### src/rtl/fetch_pkg.sv
// Shared widths, PC step and the prefetch queue entry format for the fetch unit.
package fetch_pkg;

  localparam int unsigned XLEN    = 32;
  localparam int unsigned INST_W  = 32;
  localparam int unsigned PC_STEP = 4;

  typedef struct packed {
    logic [XLEN-1:0]   pc;
    logic [INST_W-1:0] inst;
  } fetch_entry_t;

endpackage

### src/rtl/fetch_queue.sv
// Circular prefetch queue of fetch entries with push/pop/flush and head read-out.
module fetch_queue
  import fetch_pkg::*;
#(
  parameter int unsigned DEPTH = 4
) (
  input  logic         clock,
  input  logic         reset,
  input  logic         i_push,
  input  logic         i_pop,
  input  logic         i_flush,
  input  fetch_entry_t i_wdata,
  output logic         o_full,
  output logic         o_empty,
  output fetch_entry_t o_head
);

  localparam int unsigned PTR_W   = $clog2(DEPTH);
  localparam int unsigned COUNT_W = PTR_W + 1;

  logic [PTR_W-1:0]   r_wr_ptr;
  logic [PTR_W-1:0]   r_rd_ptr;
  logic [COUNT_W-1:0] r_count;
  fetch_entry_t       r_mem [DEPTH];

  // Pointers wrap naturally because DEPTH is a power of two.
  always_ff @(posedge clock) begin
    if (reset || i_flush) begin
      r_wr_ptr <= '0;
      r_rd_ptr <= '0;
      r_count  <= '0;
    end else begin
      if (i_push) r_wr_ptr <= r_wr_ptr + PTR_W'(1);
      if (i_pop)  r_rd_ptr <= r_rd_ptr + PTR_W'(1);
      case ({i_push, i_pop})
        2'b10:   r_count <= r_count + COUNT_W'(1);
        2'b01:   r_count <= r_count - COUNT_W'(1);
        default: r_count <= r_count;
      endcase
    end
  end

  // Storage is left unreset; count alone decides what is valid.
  always_ff @(posedge clock) begin
    if (i_push && !i_flush && !reset) r_mem[r_wr_ptr] <= i_wdata;
  end

  assign o_full  = (r_count == COUNT_W'(DEPTH));
  assign o_empty = (r_count == '0);
  assign o_head  = r_mem[r_rd_ptr];

endmodule

### src/rtl/fetch_unit.sv
// Instruction fetch: PC register, redirect handling and a prefetch queue to the consumer.
// Optional macro FETCH_UNIT_PERF_EN adds the io_stall_cycles counter output.
module fetch_unit
  import fetch_pkg::*;
#(
  parameter logic [31:0] START_ADDR = 32'h0000_0000,
  parameter int unsigned DEPTH      = 4
) (
  input  logic              clock,
  input  logic              reset,
  output logic [XLEN-1:0]   io_instmem_addr,
  input  logic [INST_W-1:0] io_instmem_inst,
  input  logic              io_redirect_valid,
  input  logic [XLEN-1:0]   io_redirect_pc,
  output logic              io_out_valid,
  input  logic              io_out_ready,
  output logic [INST_W-1:0] io_out_inst,
`ifdef FETCH_UNIT_PERF_EN
  output logic [XLEN-1:0]   io_out_pc,
  output logic [31:0]       io_stall_cycles
`else
  output logic [XLEN-1:0]   io_out_pc
`endif
);

  logic [XLEN-1:0] r_fetch_pc;
  logic            w_full;
  logic            w_empty;
  logic            w_push;
  logic            w_pop;
  fetch_entry_t    w_wdata;
  fetch_entry_t    w_head;

  // Redirect wins over both queue ports; a pop frees a slot for a same-cycle push.
  assign w_pop   = !w_empty && io_out_ready && !io_redirect_valid;
  assign w_push  = !io_redirect_valid && (!w_full || w_pop);
  assign w_wdata = '{pc: r_fetch_pc, inst: io_instmem_inst};

  always_ff @(posedge clock) begin
    if (reset) begin
      r_fetch_pc <= START_ADDR;
    end else if (io_redirect_valid) begin
      r_fetch_pc <= {io_redirect_pc[XLEN-1:2], 2'b00};
    end else if (w_push) begin
      r_fetch_pc <= r_fetch_pc + XLEN'(PC_STEP);
    end
  end

  fetch_queue #(
    .DEPTH (DEPTH)
  ) u_queue (
    .clock   (clock),
    .reset   (reset),
    .i_push  (w_push),
    .i_pop   (w_pop),
    .i_flush (io_redirect_valid),
    .i_wdata (w_wdata),
    .o_full  (w_full),
    .o_empty (w_empty),
    .o_head  (w_head)
  );

  assign io_instmem_addr = r_fetch_pc;
  assign io_out_valid    = !w_empty;
  assign io_out_inst     = w_head.inst;
  assign io_out_pc       = w_head.pc;

`ifdef FETCH_UNIT_PERF_EN
  logic [31:0] r_stall_cycles;

  // Counts bubble cycles seen by the consumer, saturating at all-ones.
  always_ff @(posedge clock) begin
    if (reset) begin
      r_stall_cycles <= '0;
    end else if (w_empty && (r_stall_cycles != 32'hFFFF_FFFF)) begin
      r_stall_cycles <= r_stall_cycles + 32'd1;
    end
  end

  assign io_stall_cycles = r_stall_cycles;
`endif

endmodule

### config.mk
export PLATFORM = sky130hd
export DESIGN_NAME = fetch_unit
export DESIGN_NICKNAME = d
export VERILOG_FILES = /design/src/rtl/fetch_pkg.sv /design/src/rtl/fetch_queue.sv /design/src/rtl/fetch_unit.sv
export SDC_FILE = /design/constraint.sdc
export NUM_CORES = 1
export LEC_CHECK = 0
export CORE_ASPECT_RATIO = 1.75
export CORE_UTILIZATION = 49
export CTS_BUF_LIST = sky130_fd_sc_hd__clkbuf_16
export DETAILED_ROUTE_END_ITERATION = 12
export PLACE_DENSITY = 0.84
export SKIP_LAST_GASP = 1
export SYNTH_ARGS = -nofsm -noshare
export SYNTH_HDL_FRONTEND = slang
export SYNTH_HIERARCHICAL = 1
export SYNTH_SLANG_ARGS = --single-unit
### constraint.sdc
create_clock -name clock -period 4.04 [get_ports clock]
set_input_delay 1.01 -clock clock [delete_from_list [all_inputs] [get_ports clock]]
set_output_delay 1.01 -clock clock [all_outputs]
set_load 0.02 [all_outputs]
==> flow_summary_export.csv <==
group,metric,value,unit
yosys,postSynthAreaPerCell,18.2,µm²
clock_network,cts-root-buf,"clkbuf_16",
drt,finalWirelength,24000,µm
clock_network,cts_setup_buffers,0,
yosys,yosysUniqueCellTypes,61,
floorplan,die-area,0.0247,mm²
layout,final_nets,904,
floorplan,fp-row-count,74,
setup_path,r2r-end,"u_queue/r_count[2]",
power_and_ir_drop,cellLeakagePower,4.63,nW
yosys,netlist_area,0.0118,mm²
setup_path,critPathCaptureType,"output pin",
power_and_ir_drop,cellPowerDensity,414,mW/mm²
drt,wl_met1,8790,µm
yosys,netlist_instances,647,
sta,fmax,0.280,GHz
global_routing,grt.overflow.total,0,
setup_path,worstReg2RegStart,"u_queue/r_count[0]",
yosys,yosysTopAreaCellShare,65.3,%
hold_path,min_path_cells,2,
yosys,synthTopCellsByArea,"edfxtp_1 65%, mux4_2 11%, dfxtp_1 6.6%",
global_routing,grt_max_degree,65,
setup_path,slowest_stage,"dfxtp_4",
setup_path,cpPeakStageDelay,0.64,ns
hold_path,holdPathEnd,"u_queue/r_count[1]",
sta,min_period,3.57,ns
yosys,ys_seq_area_share,71.9,%
sta,drv_slew,0,
drt,num_vias,6603,
yosys,synth_async_sr_flop_share,0,%
sta,setup_viol,0,
floorplan,io_pins,165,
floorplan,die_h,207,µm
setup_path,r2r_cells,14,
setup_path,path_cells,"buf_4, mux4_2, clkdlybuf4s50_1",
drt,drc,0,
sta,relSlewSlack,31.7,%
setup_path,worst-setup-path-type,"reg2out",
layout,fillers,1674,
drt,route.met3.wl,1250,µm
power_and_ir_drop,finalPower,6.02,mW
global_routing,grt_usage,19.8,%
drt,routedWlPerCell,20.9,µm
yosys,synth_seq_cells,295,
global_routing,grt_pass1_wl,37200,µm
sta,fin_ws,0.470,ns
floorplan,die_x,119,µm
setup_path,r2r_slack,0.76,ns
clock_network,tritoncts,"built",
placement,post_dp_cell_area,0.0138,mm²
hold_path,worst_hold_path_type,"reg2reg",
global_routing,grt_pass1_vias,6773,
clock_network,clock_sinks,295,
clock_network,cts-resized-gates,0,
clock_network,cts_buffers,25,
placement,hpwl,15500,µm
drt,dr.pass1.iters,5,
drt,route.met2.wl,13000,µm
yosys,synth_area_leader_cell,"edfxtp_1",
clock_network,clk_pin_slew_worst_paths,0.07,ns
placement,io_buffers,160,
sta,tns,0,ns
sta,max_slew.worst_pin.slew,1.02,ns
layout,utilization,62.1,%
global_routing,antenna_found_initial,1,
sta,finClkSkew,0.0121,ns
yosys,synth-edff-count,256,
clock_network,cts_buffer_depth,3,
setup_path,cp.required,3.03,ns
yosys,yosysMostFrequentCell,"edfxtp_1",
yosys,synthFlopType,"edfxtp_1",
placement,pre_cts_slack,0.421,ns
setup_path,arrival,2.56,ns
status,status,"completed",
drt,highest_layer,"met4",
setup_path,cp_max_fo,22,
clock_network,ctsHtreeMaxLevel,1,
floorplan,core,0.0234,mm²
drt,vias_per_cell,5.74,
floorplan,floorplan.initialDensity,50.2,%
drt,drt_iter0_drc,389,
yosys,ys_warn_count,6,
drt,ant_nets,0,
sta,hold_viol,0,
job,drv_cap,0,
layout,layout-drive-gt1-share,14.9,%
clock_network,hold_buffers,0,
clock_network,clkLatencyLatePin,0.52,ns
setup_path,critPathLaunchType,"register",
layout,stdcell_area,0.0145,mm²
placement,routabilityCongestion,0.916,
sta,fin_crit_sh,88.4,%
power_and_ir_drop,ir_drop,0.276,mV
sta,rsz0062_at_grt,"false",
hold_path,worstHoldStart,"u_queue/r_count[1]",
layout,syn2layout_area_growth,23.5,%
yosys,yosys-top-cells-count,"256 x edfxtp_1, 60 x mux4_2, 39 x dfxtp_1",
sequential cells by signal, indices dropped and copies added, names as in the netlist, named ones only:
name              cells
io_instmem_addr      30
u_queue/r_wr_ptr      2
u_queue/r_mem       256
u_queue/r_rd_ptr      2
u_queue/r_count       3
per-stage QoR:
stage | cells | hold slack (ns)
floorplan | 656 | 0.467
global placement | 1106 | 0.498
detailed placement | 1106 | 0.502
CTS | 1149 | 0.518
global route | 1150 | 0.549
finish | 1150 | 0.518
routing by layer:
metal / track usage (%) / vias to the layer above
li1: - / 2993
met1: 22.4 / 3297
met2: 36.7 / 258
met3: 2.09 / 55
met4: 9.25 / 0
met5: 0 / -
final cells by class:
class                   instances  area [µm²]  area share, %
repair buffers                181        1830           12.6
diodes                          1        2.50         0.0172
inverters                      20        75.1          0.516
flip-flops and latches        295        8480           58.3
clock inverters                17        97.6          0.671
multi-input cells             306        3020           20.8
clock buffers                  26         651           4.47
well taps                     304         380           2.62
how the worst max path moves through the flow:
stage | startpoint | endpoint | cells after the start
global route | register | io_out_inst[11] | 3
floorplan | io_redirect_valid | u_queue/r_mem[0][0] | 6
detailed placement | io_out_ready | u_queue/r_count[2] | 14
CTS | register | io_out_pc[10] | 3
finish | register | io_out_inst[11] | 3
global placement | io_redirect_valid | u_queue/r_count[2] | 14
critical path: cells and delay by family (launching register included):
| family | cells | cell delay (ns) |
|---|---|---|
| multiplexers | 1 | 0.53 |
| buffers and inverters | 2 | 0.85 |
| flip-flops | 1 | 0.64 |
cells in the final DEF (no fill, tap or decap), drive strengths merged, types with 9 or more instances in the layout:
| master | n |
|---|---|
| edfxtp | 256 |
| clkdlybuf4s50 | 160 |
| mux4 | 64 |
| dfxtp | 39 |
| nor2 | 29 |
| inv | 27 |
| clkbuf | 26 |
| nand2 | 22 |
| buf | 21 |
| a211oi | 17 |
| nand3 | 13 |
| a21oi | 12 |
| and3 | 12 |
| nand4 | 11 |
| conb | 10 |
| xnor2 | 9 |
| o21ai | 9 |
logic make-up after synthesis:
family	share of synthesized area [%]
adders and majority gates	0.808
other	0.0319
DFF	71.9
muxes	12.5
xor gates and xnor gates	0.967
and+or+nand+nor	5.83
AOI/OAI and AO/OA	5.15
buffers and inverters	2.82
power by group:
group | switching (mW) | internal [mW]
sequential | 0.0586 | 3.37
combinational | 0.197 | 0.200
clock | 0.979 | 1.22
total | 1.23 | 4.78
(Power assumes the default switching activity.)
